==> config.mk <==
export PLATFORM = sky130hd
export DESIGN_NAME = joybus_tx
export DESIGN_NICKNAME = d
export VERILOG_FILES = /design/src/rtl/joybus_tx.sv
export SDC_FILE = /design/constraint.sdc
export NUM_CORES = 1
export LEC_CHECK = 0
export CAP_MARGIN = 20
export CORE_MARGIN = 2
export CORE_UTILIZATION = 49
export DETAILED_ROUTE_END_ITERATION = 8
export GPL_ROUTABILITY_DRIVEN = 0
export HOLD_SLACK_MARGIN = 0.15
export PLACE_DENSITY_LB_ADDON = 0.25
export SETUP_SLACK_MARGIN = 0.2
export SLEW_MARGIN = 20
export SYNTH_ARGS = -nofsm -noshare
export SYNTH_HDL_FRONTEND = slang
export SYNTH_SLANG_ARGS = --single-unit
==> constraint.sdc <==
create_clock -name clk -period 1.95 [get_ports clk]
set_input_delay 0.4875 -clock clk [delete_from_list [all_inputs] [get_ports clk]]
set_output_delay 0.4875 -clock clk [all_outputs]
set_load 0.05 [all_outputs]
==> src/rtl/joybus_tx.sv <==
// joybus_tx: console-side Joybus transmitter.
// Serializes up to MAX_BITS command bits (MSB first) onto the open-drain
// Joybus line, appends the console stop bit, then pulses tx_done in the
// same cycle the line is released so a receiver can start immediately.
//
// Ports:
//   clk           system clock
//   rst           synchronous active-high reset
//   tx_start      one-cycle frame request, honoured only when idle
//   tx_data       left-justified command, bit [MAX_BITS-1] sent first
//   tx_len        number of command bits, clamped to MAX_BITS
//   jb_drive_low  1 = pull line low, 0 = release (registered)
//   tx_busy       high while a frame is in progress (state != IDLE)
//   tx_done       one-cycle pulse after the stop bit (registered)
//
// state    | meaning
// IDLE     | line released, waiting for tx_start
// BIT_LOW  | low phase of a data bit (T for '1', 3T for '0')
// BIT_HIGH | high phase of a data bit (3T for '1', T for '0')
// STOP_LOW | console stop bit, T low
// DONE     | line released, tx_done high for one cycle
module joybus_tx #(
  parameter int CLK_PER_US = 25,
  parameter int MAX_BITS   = 24
) (
  input  logic                clk,
  input  logic                rst,
  input  logic                tx_start,
  input  logic [MAX_BITS-1:0] tx_data,
  input  logic [4:0]          tx_len,
  output logic                jb_drive_low,
  output logic                tx_busy,
  output logic                tx_done
);

  localparam int CW = $clog2(4 * CLK_PER_US + 1);
  localparam logic [CW-1:0] T1      = CW'(CLK_PER_US);
  localparam logic [CW-1:0] T3      = CW'(3 * CLK_PER_US);
  localparam logic [CW-1:0] CNT_ONE = CW'(1);
  localparam logic [4:0]    MAX_LEN = 5'(MAX_BITS);

  typedef enum logic [2:0] {
    IDLE     = 3'd0,
    BIT_LOW  = 3'd1,
    BIT_HIGH = 3'd2,
    STOP_LOW = 3'd3,
    DONE     = 3'd4
  } state_t;

  state_t              state;
  logic [MAX_BITS-1:0] sr;
  logic [4:0]          bits_left;
  logic [CW-1:0]       cnt;

  logic [4:0]          len_clamped;
  logic [MAX_BITS-1:0] sr_shifted;

  assign len_clamped = (tx_len > MAX_LEN) ? MAX_LEN : tx_len;
  // Next MSB after the shift decides the low length of the following bit.
  assign sr_shifted  = sr << 1;
  assign tx_busy     = (state != IDLE);

  always_ff @(posedge clk) begin
    if (rst) begin
      state        <= IDLE;
      sr           <= '0;
      bits_left    <= '0;
      cnt          <= '0;
      jb_drive_low <= 1'b0;
      tx_done      <= 1'b0;
    end else begin
      case (state)
        IDLE: begin
          jb_drive_low <= 1'b0;
          tx_done      <= 1'b0;
          if (tx_start) begin
            sr           <= tx_data;
            bits_left    <= len_clamped;
            jb_drive_low <= 1'b1;
            if (len_clamped != 5'd0) begin
              state <= BIT_LOW;
              cnt   <= tx_data[MAX_BITS-1] ? T1 : T3;
            end else begin
              state <= STOP_LOW;
              cnt   <= T1;
            end
          end
        end
        BIT_LOW: begin
          cnt <= cnt - CNT_ONE;
          if (cnt == CNT_ONE) begin
            state        <= BIT_HIGH;
            cnt          <= sr[MAX_BITS-1] ? T3 : T1;
            jb_drive_low <= 1'b0;
          end
        end
        BIT_HIGH: begin
          cnt <= cnt - CNT_ONE;
          if (cnt == CNT_ONE) begin
            sr           <= sr_shifted;
            bits_left    <= bits_left - 5'd1;
            jb_drive_low <= 1'b1;
            if (bits_left == 5'd1) begin
              state <= STOP_LOW;
              cnt   <= T1;
            end else begin
              state <= BIT_LOW;
              cnt   <= sr_shifted[MAX_BITS-1] ? T1 : T3;
            end
          end
        end
        STOP_LOW: begin
          cnt <= cnt - CNT_ONE;
          if (cnt == CNT_ONE) begin
            state        <= DONE;
            cnt          <= '0;
            jb_drive_low <= 1'b0;
            tx_done      <= 1'b1;
          end
        end
        DONE: begin
          state   <= IDLE;
          tx_done <= 1'b0;
        end
        default: begin
          state        <= IDLE;
          jb_drive_low <= 1'b0;
          tx_done      <= 1'b0;
        end
      endcase
    end
  end

endmodule

==> run_results.csv <==
group,metric,value,unit
clock_tree,cts_tree,"done",
global_routing,antenna_found_initial,0,
worst_setup_path,crit_path_top_delay_cell,"sky130_fd_sc_hd__or4b_4",
sta,rsz0062_at_grt,"yes",
drt,drt_drc_violations_left,0,
clock_tree,clockBufferDepth,2,
synthesis,synthCells,256,
drt,routed_wl,6.54,mm
floorplan,fp.dieW,74.7,µm
worst_setup_path,critPathRequiredTime,2.17,ns
sta,slew_at_the_pin_with_the_worst_max_slew_slack,0.452,ns
synthesis,most_instantiated_cells_after_synthesis,"sky130_fd_sc_hd__dfxtp_1, sky130_fd_sc_hd__a21oi_1, sky130_fd_sc_hd__mux2i_1, sky130_fd_sc_hd__a211oi_2, sky130_fd_sc_hd__nor2_1",
placement,detailedPlacementHpwl,4.17,mm
sta,final_worst_path_period_share,96.6,%
floorplan,pin_count,35,
global_routing,grt_max_degree,31,
synthesis,yosys-top-cells-area,"sky130_fd_sc_hd__dfxtp_1, sky130_fd_sc_hd__a211oi_2, sky130_fd_sc_hd__mux2i_1",
min_path,hold_path.class,"reg2reg",
finish,drive_above_1_share,35.5,%
drt,firstDrtPassIters,4,
sta,fin_skew,0.00372,ns
finish,antenna-diode-count,0,
sta,final.min_clock_period,1.88,ns
worst_setup_path,timing.critical_path.from_type,"register",
worst_setup_path,cp-end-kind,"register",
synthesis,synthMostInstantiatedCell,"sky130_fd_sc_hd__dfxtp_1",
power,cellPowerDensity,788,nW/µm²
synthesis,synth.top_cell.area_share,33.5,%
synthesis,synth_seq_area_share,33.5,%
clock_tree,clock_sinks,41,
floorplan,design.core.area,4790,µm²
worst_setup_path,path_max_fanout,13,
sta,slew_viol_final,0,
synthesis,synth_seq_cells,41,
finish,layout_stage_area_growth_over_the_synthesis_result,36.4,%
worst_setup_path,slowest_delay,0.50,ns
run_status,run_status,"finished, final reports clean",
global_routing,global_route.overflow_total,0,
worst_setup_path,timing.critical_path.arrival,2.10,ns
drt,route.vias.total,2297,
drt,number_of_violations_reported_at_the_end_of_detailed_routing_iteration_0,113,
placement,dp_slack,-0.178,ns
global_routing,first_global_vias,2228,
floorplan,core.rowCount,25,
clock_tree,cts_max_level,2,
worst_setup_path,worstPathCellList,"inv_2 -> ha_4 -> or4b_4 -> o31ai_4 -> buf_6 -> buf_12 -> a21oi_1 -> a211oi_2",
synthesis,syn_area_per_cell,9.56,µm²
run,drv.max_cap_violation_count,0,
power,max-vdd-ir-drop,460,µV
synthesis,synth_fp_nets,292,
synthesis,async_reset_ff_share,0,%
sta,max_freq,531,MHz
sta,slew_headroom,69.6,%
drt,drt.antenna.violating_nets,0,
synthesis,number_of_distinct_library_cells_after_synthesis,53,
drt,detail_route.wl_per_cell,16.7,µm
global_routing,grt_first_pass_wirelength,10.2,mm
finish,layout.nets,360,
sta,timing.final.setup_violations,0,
synthesis,number_of_enable_type_register_cells_in_the_synthesized_netlist,0,
sta,finalSetupTns,0,ns
synthesis,ys.flop_type,"sky130_fd_sc_hd__dfxtp_1",
sta,finalHoldViolCount,0,
synthesis,synth_warnings,0,
clock_tree,clock_insertion_delay_worst_skew,0.29,ns
floorplan,initial_core_util,51.2,%
clock_tree,clk_pin_slew_worst_paths,0.08,ns
global_routing,global_route.usage.total,23.6,%
clock_tree,cts.root.buffer_cell,"sky130_fd_sc_hd__clkbuf_8",
synthesis,synth_area_leader_cell,"sky130_fd_sc_hd__dfxtp_1",
sta,final_setup_margin,0.0655,ns
worst_setup_path,worstSetupPathType,"reg2reg",
floorplan,floorplan.die.height,74.7,µm
synthesis,synthesis.area,2450,µm²
clock_tree,cts-hold-fix-buffers,0,
placement,port_buffers,34,
clock_tree,tritoncts.num_buffers,5,
drt,route.detailed.vias_per_inst,5.87,
floorplan,dieArea,5580,µm²
power,total_power,0.00263,W
power,p_leak,1.39,nW
## cell families after synthesis
family,count (synthesis),share of synthesized area [%]
mux,24,9.86
xor+xnor,1,0.358
fa+ha+maj,5,2.45
compound gates,97,30.7
simple gates,60,14.8
flops,41,33.5
buf+inv,28,8.38
## power by group
| part | switching [W] | internal [W] |
|---|---|---|
| Clock | 0.000295 | 0.000321 |
| Combinational | 0.000509 | 0.000480 |
| Sequential | 0.0000862 | 0.000940 |
## per-stage QoR
stage	hold WS [ns]	cell area, µm²	util (%)	instances
floorplan	0.447	2470	-	256
global placement	0.481	2990	62.5	370
detailed placement	0.482	2990	62.5	370
CTS	0.494	3230	67.5	385
global route	0.536	3340	69.8	391
finish	0.499	3340	69.8	391
## metal layers
| layer | track usage, % | up-vias | wire [µm] |
|---|---|---|---|
| met5 | 0 | - | 0 |
| met4 | 7.34 | 0 | 87 |
| met3 | 5.09 | 10 | 250 |
| met2 | 40.3 | 52 | 3290 |
| met1 | 29.8 | 1115 | 2910 |
| li1 | - | 1120 | - |
## cell usage in the layout, fill, tap and decap left out, types with 3 or more instances in the layout
cell type and instances:
sky130_fd_sc_hd__a211oi_2 21, sky130_fd_sc_hd__a211oi_1 5, sky130_fd_sc_hd__nor3_1 6, sky130_fd_sc_hd__a21oi_1 33, sky130_fd_sc_hd__or2_2 4, sky130_fd_sc_hd__ha_1 3, sky130_fd_sc_hd__inv_1 6, sky130_fd_sc_hd__nor2_1 8
sky130_fd_sc_hd__nand2_1 6, sky130_fd_sc_hd__nor2_2 3, sky130_fd_sc_hd__clkdlybuf4s50_1 27, sky130_fd_sc_hd__buf_4 44, sky130_fd_sc_hd__a31oi_1 4, sky130_fd_sc_hd__nand3_1 6, sky130_fd_sc_hd__o21ai_0 7, sky130_fd_sc_hd__nor3b_1 3
sky130_fd_sc_hd__buf_12 3, sky130_fd_sc_hd__dfxtp_1 39, sky130_fd_sc_hd__mux2i_1 23, sky130_fd_sc_hd__clkbuf_8 5
## state kept, by name (all words and copies together), names as in the netlist
signal        flops
sr               24
cnt               7
bits_left         5
state             3
jb_drive_low      1
tx_done           1
## timing repair
action | CTS | global route
gates cloned | 1 | 0
pin swaps | 10 | 17
resized for setup | 16 | 16
setup endpoints to repair | 35 | 39
buffers inserted | 7 | 6
endpoints found under the hold margin | 0 | 0
## area by class of cell
class | count | area, µm²
inverter | 8 | 33.8
multi-input combinational | 187 | 1550
tap | 67 | 83.8
clock inverter | 1 | 5.00
timing repair buffer | 81 | 749
sequential | 41 | 826
fill | 387 | 1450
clock buffer | 6 | 93.8
## worst paths after layout
kind                                           from                 end  slack, ns  cells past startpoint
worst max-delay path            cnt[1]$_SDFFE_PP0P_  sr[4]$_SDFFE_PP0P_       0.07                      8
worst max register to register  cnt[1]$_SDFFE_PP0P_  sr[4]$_SDFFE_PP0P_       0.07                      8
worst min register to register   sr[0]$_SDFFE_PP0P_  sr[0]$_SDFFE_PP0P_       0.50                      2
worst min-delay path             sr[0]$_SDFFE_PP0P_  sr[0]$_SDFFE_PP0P_       0.50                      2
## critical path, delay by kind of cell (launching register included)
family,cells,cell delay (ns)
AO/OA/AOI/OAI,3,0.47
buffers and inverters,3,0.38
AND/OR/NAND/NOR,1,0.50
flip-flops,1,0.33
adder cells (fa/ha/maj),1,0.14
Note: power is estimated with default switching activity, not from simulation.
